==> config.mk <==
export PLATFORM = sky130hd
export DESIGN_NAME = pipe_hazard_ctrl
export DESIGN_NICKNAME = d
export VERILOG_FILES = /design/src/rtl/pipe_hazard_ctrl.sv
export SDC_FILE = /design/constraint.sdc
export NUM_CORES = 1
export LEC_CHECK = 0
export CAP_MARGIN = 25
export CORE_MARGIN = 2
export CORE_UTILIZATION = 23
export CTS_BUF_LIST = sky130_fd_sc_hd__clkbuf_4
export DETAILED_ROUTE_END_ITERATION = 10
export PLACE_DENSITY = 0.54
export SETUP_SLACK_MARGIN = 0.02
export SLEW_MARGIN = 10
export SYNTH_ARGS = -nofsm -noshare
export SYNTH_HDL_FRONTEND = slang
export SYNTH_SLANG_ARGS = --single-unit
==> constraint.sdc <==
create_clock -name clk -period 5 [get_ports clk]
set_input_delay 1.5 -clock clk [delete_from_list [all_inputs] [get_ports clk]]
set_output_delay 1.5 -clock clk [all_outputs]
set_load 0.01 [all_outputs]
==> src/rtl/pipe_hazard_ctrl.sv <==
// Pipeline hold/bubble/clear sequencing for the 5-stage RV32IC core.
// Perf counters built only with PIPE_HAZARD_CTRL_PERF_EN.
module pipe_hazard_ctrl #(
  parameter int unsigned LU_BUBBLES  = 1,
  parameter int unsigned MEM_TIMEOUT = 255,
  parameter int unsigned CNT_W       = 32
) (
  input  logic             clk,
  input  logic             rst,
  input  logic             valid_l1,
  input  logic [4:0]       rs1_l1,
  input  logic [4:0]       rs2_l1,
  input  logic             rs1_used_l1,
  input  logic             rs2_used_l1,
  input  logic             valid_l2,
  input  logic [4:0]       rd_l2,
  input  logic             load_l2,
  input  logic             jump_en_l2,
  input  logic             mem_req_l3,
  input  logic             mem_ready_l3,
  output logic             stall_pc,
  output logic             stall_l1,
  output logic             stall_l2,
  output logic             stall_l3,
  output logic             bubble_l2,
  output logic             clear_l1,
  output logic             clear_l2,
  output logic             mem_timeout,
  output logic [CNT_W-1:0] stall_cnt,
  output logic [CNT_W-1:0] flush_cnt,
  output logic [CNT_W-1:0] lu_cnt
);

  typedef enum logic [1:0] {
    RUN,
    LDUSE,
    MEMWAIT
  } state_e;

  localparam logic [1:0]  BINIT = 2'(LU_BUBBLES - 1);
  localparam logic [15:0] TO_MX = 16'(MEM_TIMEOUT);
  localparam logic [15:0] TO_M1 = 16'(MEM_TIMEOUT - 1);
  localparam bit          MULTI = (LU_BUBBLES > 1);

  state_e      state_q;
  state_e      ret_q;
  state_e      eff;
  logic [1:0]  bcnt_q;
  logic [15:0] wcnt_q;
  logic        to_q;

  logic        rs1_hit;
  logic        rs2_hit;
  logic        lu_hz;
  logic        mem_stall;
  logic        lu_go;
  logic        lu_on;
  logic        to_hit;

  assign rs1_hit = rs1_used_l1 & (rs1_l1 == rd_l2);
  assign rs2_hit = rs2_used_l1 & (rs2_l1 == rd_l2);
  assign lu_hz = valid_l1 & valid_l2 & load_l2
               & (rd_l2 != 5'd0) & (rs1_hit | rs2_hit);

  assign mem_stall = mem_req_l3 & ~mem_ready_l3;

  // On the release cycle MEMWAIT already behaves as the saved state.
  assign eff = (state_q == MEMWAIT) ? ret_q : state_q;

  assign lu_go = ~mem_stall & ~jump_en_l2
               & (eff == RUN) & lu_hz;
  assign lu_on = lu_go | (~mem_stall & ~jump_en_l2
               & (eff == LDUSE));

  assign to_hit = mem_stall & (wcnt_q >= TO_M1);

  always_comb begin
    stall_pc  = 1'b0;
    stall_l1  = 1'b0;
    stall_l2  = 1'b0;
    stall_l3  = 1'b0;
    bubble_l2 = 1'b0;
    clear_l1  = 1'b0;
    clear_l2  = 1'b0;
    if (rst) begin
      clear_l1 = 1'b1;
      clear_l2 = 1'b1;
    end else if (mem_stall) begin
      stall_pc = 1'b1;
      stall_l1 = 1'b1;
      stall_l2 = 1'b1;
      stall_l3 = 1'b1;
    end else if (jump_en_l2) begin
      clear_l1 = 1'b1;
      clear_l2 = 1'b1;
    end else if (lu_on) begin
      stall_pc  = 1'b1;
      stall_l1  = 1'b1;
      bubble_l2 = 1'b1;
    end
  end

  assign mem_timeout = ~rst & (to_q | to_hit);

  always_ff @(posedge clk) begin
    if (rst) begin
      state_q <= RUN;
      ret_q   <= RUN;
      bcnt_q  <= 2'd0;
      wcnt_q  <= 16'd0;
      to_q    <= 1'b0;
    end else begin
      to_q <= to_q | to_hit;
      if (mem_stall) begin
        if (wcnt_q != TO_MX) begin
          wcnt_q <= wcnt_q + 16'd1;
        end
      end else begin
        wcnt_q <= 16'd0;
      end

      if (mem_stall) begin
        state_q <= MEMWAIT;
        if (state_q != MEMWAIT) begin
          ret_q <= state_q;
        end
      end else if (jump_en_l2) begin
        state_q <= RUN;
        ret_q   <= RUN;
        bcnt_q  <= 2'd0;
      end else begin
        unique case (eff)
          LDUSE: begin
            bcnt_q  <= bcnt_q - 2'd1;
            state_q <= (bcnt_q == 2'd1) ? RUN : LDUSE;
          end
          default: begin
            if (lu_hz && MULTI) begin
              bcnt_q  <= BINIT;
              state_q <= LDUSE;
            end else begin
              state_q <= RUN;
            end
          end
        endcase
      end
    end
  end

`ifdef PIPE_HAZARD_CTRL_PERF_EN
  localparam logic [CNT_W-1:0] ONE = 1;

  logic [CNT_W-1:0] stall_cnt_q;
  logic [CNT_W-1:0] flush_cnt_q;
  logic [CNT_W-1:0] lu_cnt_q;

  always_ff @(posedge clk) begin
    if (rst) begin
      stall_cnt_q <= '0;
      flush_cnt_q <= '0;
      lu_cnt_q    <= '0;
    end else begin
      if (stall_pc) begin
        stall_cnt_q <= stall_cnt_q + ONE;
      end
      if (jump_en_l2 & ~mem_stall) begin
        flush_cnt_q <= flush_cnt_q + ONE;
      end
      if (lu_go) begin
        lu_cnt_q <= lu_cnt_q + ONE;
      end
    end
  end

  assign stall_cnt = stall_cnt_q;
  assign flush_cnt = flush_cnt_q;
  assign lu_cnt    = lu_cnt_q;
`else
  assign stall_cnt = '0;
  assign flush_cnt = '0;
  assign lu_cnt    = '0;
`endif

endmodule

Yosys cells after proc, flatten, opt, wreduce, memory -nomap -nowiden
Index checks and enable logic that the tools add are counted.
{"block": "classes", "add_sub_neg": 2, "magnitude_cmp": 1, "eq_ne": 8, "muxes": 21, "n_bitwise": 21, "n_reduce_logical": 8}
{"op": "16-bit by 1-bit adder with 16-bit output, second input constant", "n": 1}
{"op": "16-bit by 8-bit >= comparator with 1-bit output, second input constant", "n": 1}
{"op": "16-bit by 8-bit != test with 1-bit output, second input constant", "n": 1}
{"op": "1-bit 2-to-1 mux", "n": 14}
{"op": "2-bit 2-to-1 mux", "n": 7}
{"op": "1-bit AND", "n": 13}
{"op": "5-bit == test", "n": 2}
{"op": "1-bit NOT", "n": 5}
{"op": "5-bit nonzero test", "n": 1}
{"op": "2-bit by 1-bit == test with 1-bit output, second input constant", "n": 2}
{"op": "2-bit AND reduction", "n": 2}
{"op": "2-bit nonzero test", "n": 2}
{"op": "4-bit OR reduction", "n": 1}
{"op": "1-bit OR", "n": 3}
{"op": "2-bit == test, second input constant", "n": 1}
{"op": "2-bit zero test", "n": 1}
{"op": "2-bit by 1-bit != test with 1-bit output, second input constant", "n": 1}
{"op": "2-bit != test, second input constant", "n": 1}
{"op": "2-bit OR reduction", "n": 1}
{"op": "2-bit by 1-bit subtractor with 2-bit output, second input constant", "n": 1}
{"block": "totals", "ff_bits": 23, "inputBits": 25}

Depth between registers and ports, before layout
Gate-level depths: netlist of the first run.
{"block": "logic_depth", "word_depth": 11, "mapped_depth": 6, "depth_no_buf": 6}

Least setup slack after synthesis of the first run
Ideal clock, no wire load.
{"block": "synth_path", "path_type": "input port to output port", "from": "in rd_l2[4]", "to": "out stall_pc", "t_arrival_ns": 2.848, "path_slack_ns": 0.652, "stages": 5, "cell_sequence": "xor2_1 nor4_1 a32oi_1 o41ai_1 buf_4"}
{"block": "synth_between", "elab_chain_len": 10, "word_cells_on_any_way": 14, "classes_between": "eq/ne: 2; mux: 4; bitwise: 7; reduce/logical: 1"}
{"item": "start: declaration", "line": "16", "rtl": "input logic [4:0] rd_l2,"}
{"item": "5-bit == test, on equally long branches", "line": "60, 61"}
{"item": "1-bit AND, on equally long branches", "line": "60, 61"}
{"item": "1-bit OR", "line": "63", "rtl": "& (rd_l2 != 5'd0) & (rs1_hit | rs2_hit);"}
{"item": "1-bit AND (*)", "line": "63"}
{"item": "1-bit AND (*)", "line": "71", "rtl": "& (eff == RUN) & lu_hz;"}
{"item": "1-bit OR (*)", "line": "72", "rtl": "assign lu_on = lu_go | (~mem_stall & ~jump_en_l2"}
{"item": "1-bit 2-to-1 mux (*) (4 in series)"}
{"item": "end: declaration", "line": "21", "rtl": "output logic stall_pc,"}
Mark *: on every way between the ends. The rest lies on a longest branch, timed or not.

Final worst setup path of the first run
{"block": "layout_path", "from": "in rd_l2[4]", "to": "out stall_l1"}
{"block": "layout_between", "elab_chain_len": 10, "word_cells_on_any_way": 14, "classes_between": "eq/ne: 2; mux: 4; bitwise: 7; reduce/logical: 1"}
{"item": "5-bit == test, on equally long branches", "line": "60, 61"}
{"item": "1-bit AND, on equally long branches", "line": "60, 61"}
{"item": "1-bit OR", "line": "63"}
{"item": "1-bit AND (*)", "line": "63"}
{"item": "1-bit AND (*)", "line": "71"}
{"item": "1-bit OR (*)", "line": "72"}
{"item": "1-bit 2-to-1 mux (*)", "line": "96", "rtl": "end else if (lu_on) begin"}
{"item": "1-bit 2-to-1 mux (*)", "line": "93", "rtl": "end else if (jump_en_l2) begin"}
{"item": "1-bit 2-to-1 mux (*)", "line": "88", "rtl": "end else if (mem_stall) begin"}
{"item": "1-bit 2-to-1 mux (*)", "line": "85", "rtl": "if (rst) begin"}
{"item": "end: declaration", "line": "22", "rtl": "output logic stall_l1,"}
Marked as above.

==> results of run 1 <==
## power by group through the flow
stage / Sequential (mW) / Clock [mW] / Combinational, mW
final: 0.185 / 0.0906 / 0.0834
after detailed placement: 0.189 / 0 / 0.0833
after global placement: 0.189 / 0 / 0.0832
after global routing: 0.185 / 0.104 / 0.0921
after CTS: 0.185 / 0.0951 / 0.0829
after floorplan: 0.189 / 0 / 0.106
## repair_timing
action,CTS,global route
pin swaps,2,2
endpoints found under the setup margin,3,3
resized for setup,4,1
hold buffers,0,0
## stage by stage
stage	power (mW)	area (µm²)	worst slack, ns	instances
5_1_grt	0.381	2230	0.0231	400
6_report	0.359	2230	0.167	400
3_5_place_dp	0.272	2200	-0.145	396
2_1_floorplan	0.294	2440	0.652	350
3_3_place_gp	0.272	2200	-0.0921	396
4_1_cts	0.363	2230	0.0279	400
## metal layers
layer	GRT usage, %	vias to the layer above	share of wire, %
met5	0	-	0
met4	2.53	0	1.3
met3	2.25	5	9.2
met2	13.6	84	49
met1	8.77	701	41
li1	-	767	-
## how the worst max path moves through the flow
stage	end	slack (ns)	depth (start not counted)
final	stall_l1	0.17	8
after global routing	stall_l1	0.02	7
after CTS	bubble_l2	0.03	6
after detailed placement	stall_l1	-0.14	8
after global placement	stall_l1	-0.09	7
after floorplan	stall_pc	0.65	5
## registers in the layout, summed over array words and instances (netlist names)
signal,cells
bcnt_q,2
state_q,2
wcnt_q,16
to_q,1
ret_q,2
## cells in the mapped netlist (3+ instances only)
cell,n
sky130_fd_sc_hd__nand3_1,5
sky130_fd_sc_hd__or3_1,4
sky130_fd_sc_hd__xor2_1,8
sky130_fd_sc_hd__or4_1,4
sky130_fd_sc_hd__o21ai_0,7
sky130_fd_sc_hd__clkbuf_1,3
sky130_fd_sc_hd__dfxtp_1,23
sky130_fd_sc_hd__ha_1,3
sky130_fd_sc_hd__nor2_1,14
sky130_fd_sc_hd__inv_1,7
sky130_fd_sc_hd__buf_4,99
sky130_fd_sc_hd__o211ai_1,3
sky130_fd_sc_hd__o31ai_1,5
sky130_fd_sc_hd__a31oi_1,3
sky130_fd_sc_hd__a32oi_1,3
sky130_fd_sc_hd__nand2_1,7
sky130_fd_sc_hd__nor4_1,5
sky130_fd_sc_hd__or4_4,3
sky130_fd_sc_hd__a21oi_1,9
sky130_fd_sc_hd__nand3b_1,3
sky130_fd_sc_hd__xnor2_1,5
sky130_fd_sc_hd__nand4_1,3
## critical path, stage by stage
cell,delay (ns)
sky130_fd_sc_hd__clkdlybuf4s50_1,0.45
sky130_fd_sc_hd__buf_4,0.15
sky130_fd_sc_hd__xor2_1,0.15
sky130_fd_sc_hd__nor4_1,0.19
sky130_fd_sc_hd__a32oi_1,0.12
sky130_fd_sc_hd__o41ai_1,0.34
sky130_fd_sc_hd__buf_4,0.17
sky130_fd_sc_hd__dlygate4sd2_1,0.26
## cells by family after synthesis
logic type                 count (synthesis)  synth area share [%]
and+or+nand+nor                           66                  19.7
adders and majority gates                  3                  1.80
xor gates and xnor gates                  13                  5.47
buffers and inverters                    109                  37.5
DFF                                       23                  22.1
other                                      1                 0.180
muxes                                      1                 0.481
AOI/OAI and AO/OA                         39                  12.7
## area by class of cell
cell class              instances  area (µm²)
fillers                       948        6540
multi-input cells             218        1200
flip-flops and latches         23         460
repair buffers                 40         379
well taps                     108         135
inverters                       7        26.3
clock buffers                   3        22.5
clock inverters                 1        7.51
==> results by stage, run 1 <==
Synthesis:
- In this run the mean area of a mapped cell was a little over 8 µm².
- For this run, the register share of the synthesized area comes to approximately 22%.
- For this run, the number of Yosys warnings is 0.
- The number of synthesized register bits is 23.
- The count of different cell masters after synthesis is 44.
- The synthesized design contains 0 enable-type register cells.
- The synthesized instance count is about 260.
- Summed over all instances, the cell type with the most area after synthesis is sky130_fd_sc_hd__buf_4.
- For this run, the leading register cell type out of synthesis is sky130_fd_sc_hd__dfxtp_1.
- In the post-synthesis netlist, the biggest area contributors are sky130_fd_sc_hd__buf_4 36%, sky130_fd_sc_hd__dfxtp_1 22%, sky130_fd_sc_hd__xor2_1 3.4%, sky130_fd_sc_hd__nor2_1 2.5%, sky130_fd_sc_hd__a21oi_1 2.2%.
- In the synthesized netlist the async set-or-reset flop fraction comes to 0%.
- The synthesized design devotes to its leading area cell type between 30 and 40% of total area.
- The area of the mapped netlist is ~2100 µm².

Placed design:
- Input and output buffers added on the ports amount to 32.
- The HPWL after detailed placement is 3.13 mm.
- The final weighted congestion in routability-driven placement is between 0.8 and 0.9.

Critical path:
- The type of origin of the critical path is a primary input.
- The largest fanout of any net on the critical path is 3.
- The worst setup path startpoint is rd_l2[4].
- The endpoint type of the worst setup path is an output pin.
- For flop-to-flop paths, the worst setup slack is roughly 3.1 ns.
- The depth of the worst register-to-register path is 5.
- In this run the critical register-to-register path is launched from wcnt_q[1].
- Data arrives at the worst endpoint at about 3.3 ns.
- The end of the worst register-to-register path is wcnt_q[14].
- The kind of critical path is primary input to output pin.
- The data required time at the worst endpoint is 3.50 ns.

Timing:
- Setup repair after global routing left no endpoint under its margin.
- The maximum operating frequency is ~0.21 GHz.
- The final clock skew is roughly 0.0092 ns.
- The clock period could shrink to 4.83 ns.
- Summed over all failing endpoints, the final setup total negative slack is 0 ns.
- At the pin with the least slew margin, the transition time is 0.665 ns.
- The minimum hold slack is about 0.48 ns.
- The max-slew violation count came to 0.
- The final setup violation count is 0.
- The worst pin sits at a relative slew slack of 55.3%.
- The final-report hold violation count came to 0.
- The final worst-path cycle share is between 90% and 100%.

Clock network:
- The maximum buffer depth of the clock tree is 2.
- Once the clock tree was built, the setup fixing pass inserted 0 buffers.
- The cell at the root of the clock tree is sky130_fd_sc_hd__clkbuf_4.
- The clock tree from TritonCTS is done.
- After clock tree synthesis, the clock-pin slew on the worst setup and hold paths is 0.14 ns.
- CTS built an H-tree with a depth of 1.
- The number of buffers created by CTS is 3.
- The clock reaches the later pin of the worst-skew pair after roughly 0.32 ns.
- The tree built by TritonCTS fans out to 23 sinks.

Finish:
- The area growth from synthesis to layout is 7.03%.
- The top cell types in the final layout, fill and taps aside, are 96 x sky130_fd_sc_hd__conb_1, 28 x sky130_fd_sc_hd__clkdlybuf4s50_1, 23 x sky130_fd_sc_hd__dfxtp_1, 14 x sky130_fd_sc_hd__nor2_1, 9 x sky130_fd_sc_hd__a21oi_1.
- The share of cells above drive strength 1 is 7.53%.
- The number of antenna cells inserted is 0.
- The net count of the finished layout is roughly 320.
- The most frequent standard cell in the layout excluding fill and tap cells is sky130_fd_sc_hd__conb_1.
- For this run, the share of the core covered by cells in the final layout is between 20 and 30%.

Power and ir drop:
- Summed over all cells, the static leakage comes to about 0.95 nW.
- The power spent charging and discharging nets is between 0.1 and 0.15 mW.
- Net switching is about a third of the power.
- In this run, the clock network consumes 25.2% of the power.
- Across the VDD grid, the largest voltage drop is about 63 µV.
- For this design the ratio of total power to cell area is approximately 160 nW/µm².
- Per report_power, the sequential group accounts for about half of the total.
- The share of power burned in combinational logic is a little under a quarter.
- The cell internal power dissipation is around 0.25 mW.

Global route:
- The first-pass GRT wire length is ~6.2 mm.
- Entering global routing, the biggest net connects 16 pins.
- The initial antenna violation count is 0.
- The global routing usage summed across all routing layers is ~7.6%.
- The number of global-route vias before repair was 1,365.
- The sum of overflow across all layers after global routing is 0.

Min path:
- The launch instance of the worst min-delay path is bcnt_q[0].
- The worst hold-check path type is flop to flop.
- The worst hold path passes through 2 cells.
- The worst hold path terminates at bcnt_q[0].

Die:
- The core region is 8760 µm².
- For this configuration, the core starts out at a cell density of 23.8%.
- The width of the die is between 90 and 100 µm.
- The overall die height is slightly below 100 µm.
- 129 I/O pins were placed.
- Row generation in the floorplan step produced 34 rows.
- The area enclosed by the die boundary is 9830 µm².

Drt:
- The post-detailed-route DRC marker count is 0.
- In the final routed layout, each cell accounts on average for around 9.7 µm.
- Summed over all layers, the routed wires come to about 3.9 mm.
- The number of search-and-repair iterations in the first detailed-routing pass is 4.
- The final route contains about 1,600 vias.
- The number of nets with antenna violations after routing is 0.
- In this run, the number of DRC markers left after iteration 0 of detailed routing was 69.
- Using the TritonRoute via totals, the vias-per-cell ratio works out to just under 4.

Run:
- The tool flagged a number of max-cap violations equal to 0.

Run status:
- The flow ran to the end, and the final reports show no timing, DRC or antenna violations.
(Power assumes the default switching activity.)
==> run 2, diff against run 1 <==
- CTS_CLUSTER_SIZE: unset -> 20
==> results of run 2 <==
Same layout as run 1: the final DEF is identical, and so are final timing and power.
==> run 3, diff against run 2 <==
- SETUP_SLACK_MARGIN: 0.02 -> 0.05
==> run 3 against run 2 <==
  * Via count increased by 0.39%
  * Cell area increased by 0.28%
  * Combinational power about the same
  * First-iteration DRC count decreased by 4.3%
  * Highest routed layer unchanged
  * Non-clock buffer count increased by 1
  * Global-route usage unchanged
  * Critical path depth unchanged
  * Critical path type unchanged
==> results by stage, run 3 (same netlist as run 1, synthesis figures left out) <==
Timing:
- The final-layout setup total negative slack is 0 ns.
- Counting I/O delays and the setup requirement, the final critical path takes slightly below 5 ns.
- Dividing the final minimum period by the clock period gives around 97%.
- Setup repair after global routing could not meet its margin everywhere.
- The final-report hold violation count is 0.
- The slew of the pin with the lowest slew margin is approximately 0.65 ns.
- The relative slew slack is between 50% and 60%.
- Timing would allow up to ~0.21 GHz.
- The final setup violation count is 0.
- The worst setup slack after layout is between 0.15 and 0.2 ns.
- The final clock skew is around 0.011 ns.
- The max-slew violation count is 0.

Die:
- The overall die height is between 90 and 100 µm.
- The floorplan step defined a die boundary enclosing 9830 µm².
- The area of the placeable core is 8760 µm².
- Row generation in the floorplan step produced 34 rows.
- The number of ports placed on the die boundary is about 130.
- The initial cell density of the core is a little under a quarter.
- The width of the die is slightly below 100 µm.

Placed design:
- The placed instance count is 396.
- Summed over all nets, the half-perimeter wirelength after detailed placement is ~3.1 mm.
- During placement, the flow inserted port buffers numbering 32.
- The minimum setup slack after placement is -0.145 ns.
- The final weighted congestion in routability-driven placement is between 0.8 and 0.9.

Critical path:
- By startpoint and endpoint, the worst setup path is classified as primary input to output pin.
- The worst register-to-register path has a setup slack of between 3 and 4 ns.
- STA classifies the critical path startpoint as a primary input.
- Along the worst path, the maximum fanout reaches 3.
- The data required time at the worst endpoint is approximately 3.5 ns.
- The endpoint type of the worst setup path is an output pin.
- The critical path data arrival time is ~3.3 ns.
- In this run the worst setup path terminates at stall_l1.
- The end of the worst register-to-register path is wcnt_q[12].
- The worst setup path startpoint is rd_l2[4].
- The startpoint of the worst register-to-register path is wcnt_q[1].
- Measured in cells, the most critical reg-to-reg path has a length of 5.

Clock network:
- The cell at the root of the clock tree is sky130_fd_sc_hd__clkbuf_4.
- TritonCTS built the clock tree.
- Clock latency on the worst-skew pair, taken at its later pin, is 0.32 ns.
- Clock-pin slew was measured on the worst setup and hold paths at 0.14 ns.
- In this run, CTS created clock tree buffers numbering 3.
- In this run the number of H-tree levels came out at 1.
- The maximum buffer depth of the clock tree is 2.
- The number of sinks on the clock net is 23.

Finish:
- The layout has around 950 filler cells.
- The most frequent standard cell in the layout excluding fill and tap cells is sky130_fd_sc_hd__conb_1.
- In the layout the commonest cells are 96 x sky130_fd_sc_hd__conb_1, 27 x sky130_fd_sc_hd__clkdlybuf4s50_1, 23 x sky130_fd_sc_hd__dfxtp_1, 14 x sky130_fd_sc_hd__nor2_1.
- The repair_antennas step left the layout with diodes totalling 0.
- For this run, the post-layout net count is 322.
- At the end of the flow the core is filled with cells to between 20% and 30%.
- Cells with a size suffix above 1 make up slightly below 8% of the layout.
- The area growth from synthesis to final layout is 7.33%.
- The flip-flop count of the largest register, all copies and words added is 16.
- The count of placed standard cells in the final layout, fillers left out is 401.
- The largest register by flop count is wcnt_q.

Global route:
- The sum of overflow across all layers after global routing is 0.
- The initial antenna violation count is 0.
- The global routing usage summed across all routing layers is 7.64%.
- The first global-routing pass estimated about 6.2 mm of wire.
- The pin count of the biggest net entering global routing is 16.
- The number of global-route vias before repair is roughly 1,400.

Run:
- The reported max-cap violation count is 0.

Drt:
- The routed design uses ~370 µm of met3 wire.
- The total detailed-routing wirelength is 3.89 mm.
- The first routing iteration left 66 violations.
- The number of vias after detailed routing is about 1,600.
- The uppermost layer routed is met4.
- The final routed wire length divided by cell count is 9.69 µm.
- The post-route met1 wirelength is approximately 1.6 mm.
- The pre-antenna-repair detailed-routing pass consisted of 6 iterations.
- The vias per cell is around 4.
- The sum of met2 wire segment lengths after detailed routing is 1.89 mm.
- The post-detailed-route DRC marker count is 0.
- In this run the remaining antenna-violating nets after routing total 0.

Power and ir drop:
- Dividing total power by cell area gives a power density of between 150 and 200 nW/µm².
- Summed over all cells, the static leakage comes to ~0.95 nW.
- Across the VDD grid, the largest voltage drop is between 60 and 70 µV.

Run status:
- The run finished with clean final reports.

Min path:
- The worst hold-check path type is flop to flop.
run 3: cell count changes in the layout (fill, tap and decap cells not counted):
cell                              delta
sky130_fd_sc_hd__buf_4               +1
sky130_fd_sc_hd__clkdlybuf4s50_1     -1
sky130_fd_sc_hd__dlygate4sd2_1       +1
run 3: worst max-delay path, stage by stage:
cell and delay [ns]:
sky130_fd_sc_hd__clkdlybuf4s50_1 0.45, sky130_fd_sc_hd__buf_4 0.15, sky130_fd_sc_hd__xor2_1 0.15, sky130_fd_sc_hd__nor4_1 0.19, sky130_fd_sc_hd__a32oi_1 0.12, sky130_fd_sc_hd__o41ai_1 0.34, sky130_fd_sc_hd__buf_4 0.17, sky130_fd_sc_hd__dlygate4sd2_1 0.26
run 3: worst min path at each step:
| stage | start | end | slack (ns) | cells after the start |
|---|---|---|---|---|
| 5_1_grt | bcnt_q[0] | bcnt_q[0] | 0.51 | 2 |
| 6_report | bcnt_q[0] | bcnt_q[0] | 0.48 | 2 |
| 4_1_cts | bcnt_q[0] | bcnt_q[0] | 0.48 | 2 |
| 2_1_floorplan | to_q | to_q | 0.42 | 2 |
| 3_5_place_dp | to_q | to_q | 0.46 | 2 |
| 3_3_place_gp | to_q | to_q | 0.44 | 2 |
run 3: power breakdown:
group	switching [mW]	internal, mW
clock	0.0592	0.0306
sequential	0.000857	0.184
combinational	0.0523	0.0313
run 3: metrics by stage:
| stage | hold slack [ns] | total power, mW | area (µm²) |
|---|---|---|---|
| after floorplan | 0.424 | 0.294 | 2440 |
| after global placement | 0.442 | 0.272 | 2200 |
| after detailed placement | 0.457 | 0.272 | 2200 |
| after CTS | 0.484 | 0.363 | 2220 |
| after global routing | 0.512 | 0.382 | 2230 |
| final | 0.481 | 0.358 | 2230 |
run 3: per-layer routing:
metal	vias up	global-route usage, %
met4	0	2.53
met5	-	0
met2	84	13.6
met3	5	2.25
li1	769	-
met1	705	8.77
run 3: final cells by class:
| class | instances | area [µm²] | share of cell area (%) |
|---|---|---|---|
| inverters | 7 | 26.3 | 1.18 |
| flip-flops and latches | 23 | 460 | 20.6 |
| multi-input cells | 218 | 1200 | 53.6 |
| well taps | 108 | 135 | 6.05 |
| repair buffers | 41 | 385 | 17.2 |
| clock buffers | 3 | 22.5 | 1.01 |
| clock inverters | 1 | 7.51 | 0.336 |
run 3: what timing repair did:
action,4_1_cts,5_1_grt
pin swaps,2,3
endpoints found under the hold margin,0,0
resized for setup,5,1
buffers inserted,0,1
setup endpoints to repair,3,2
hold buffers,0,0
cloned,0,0
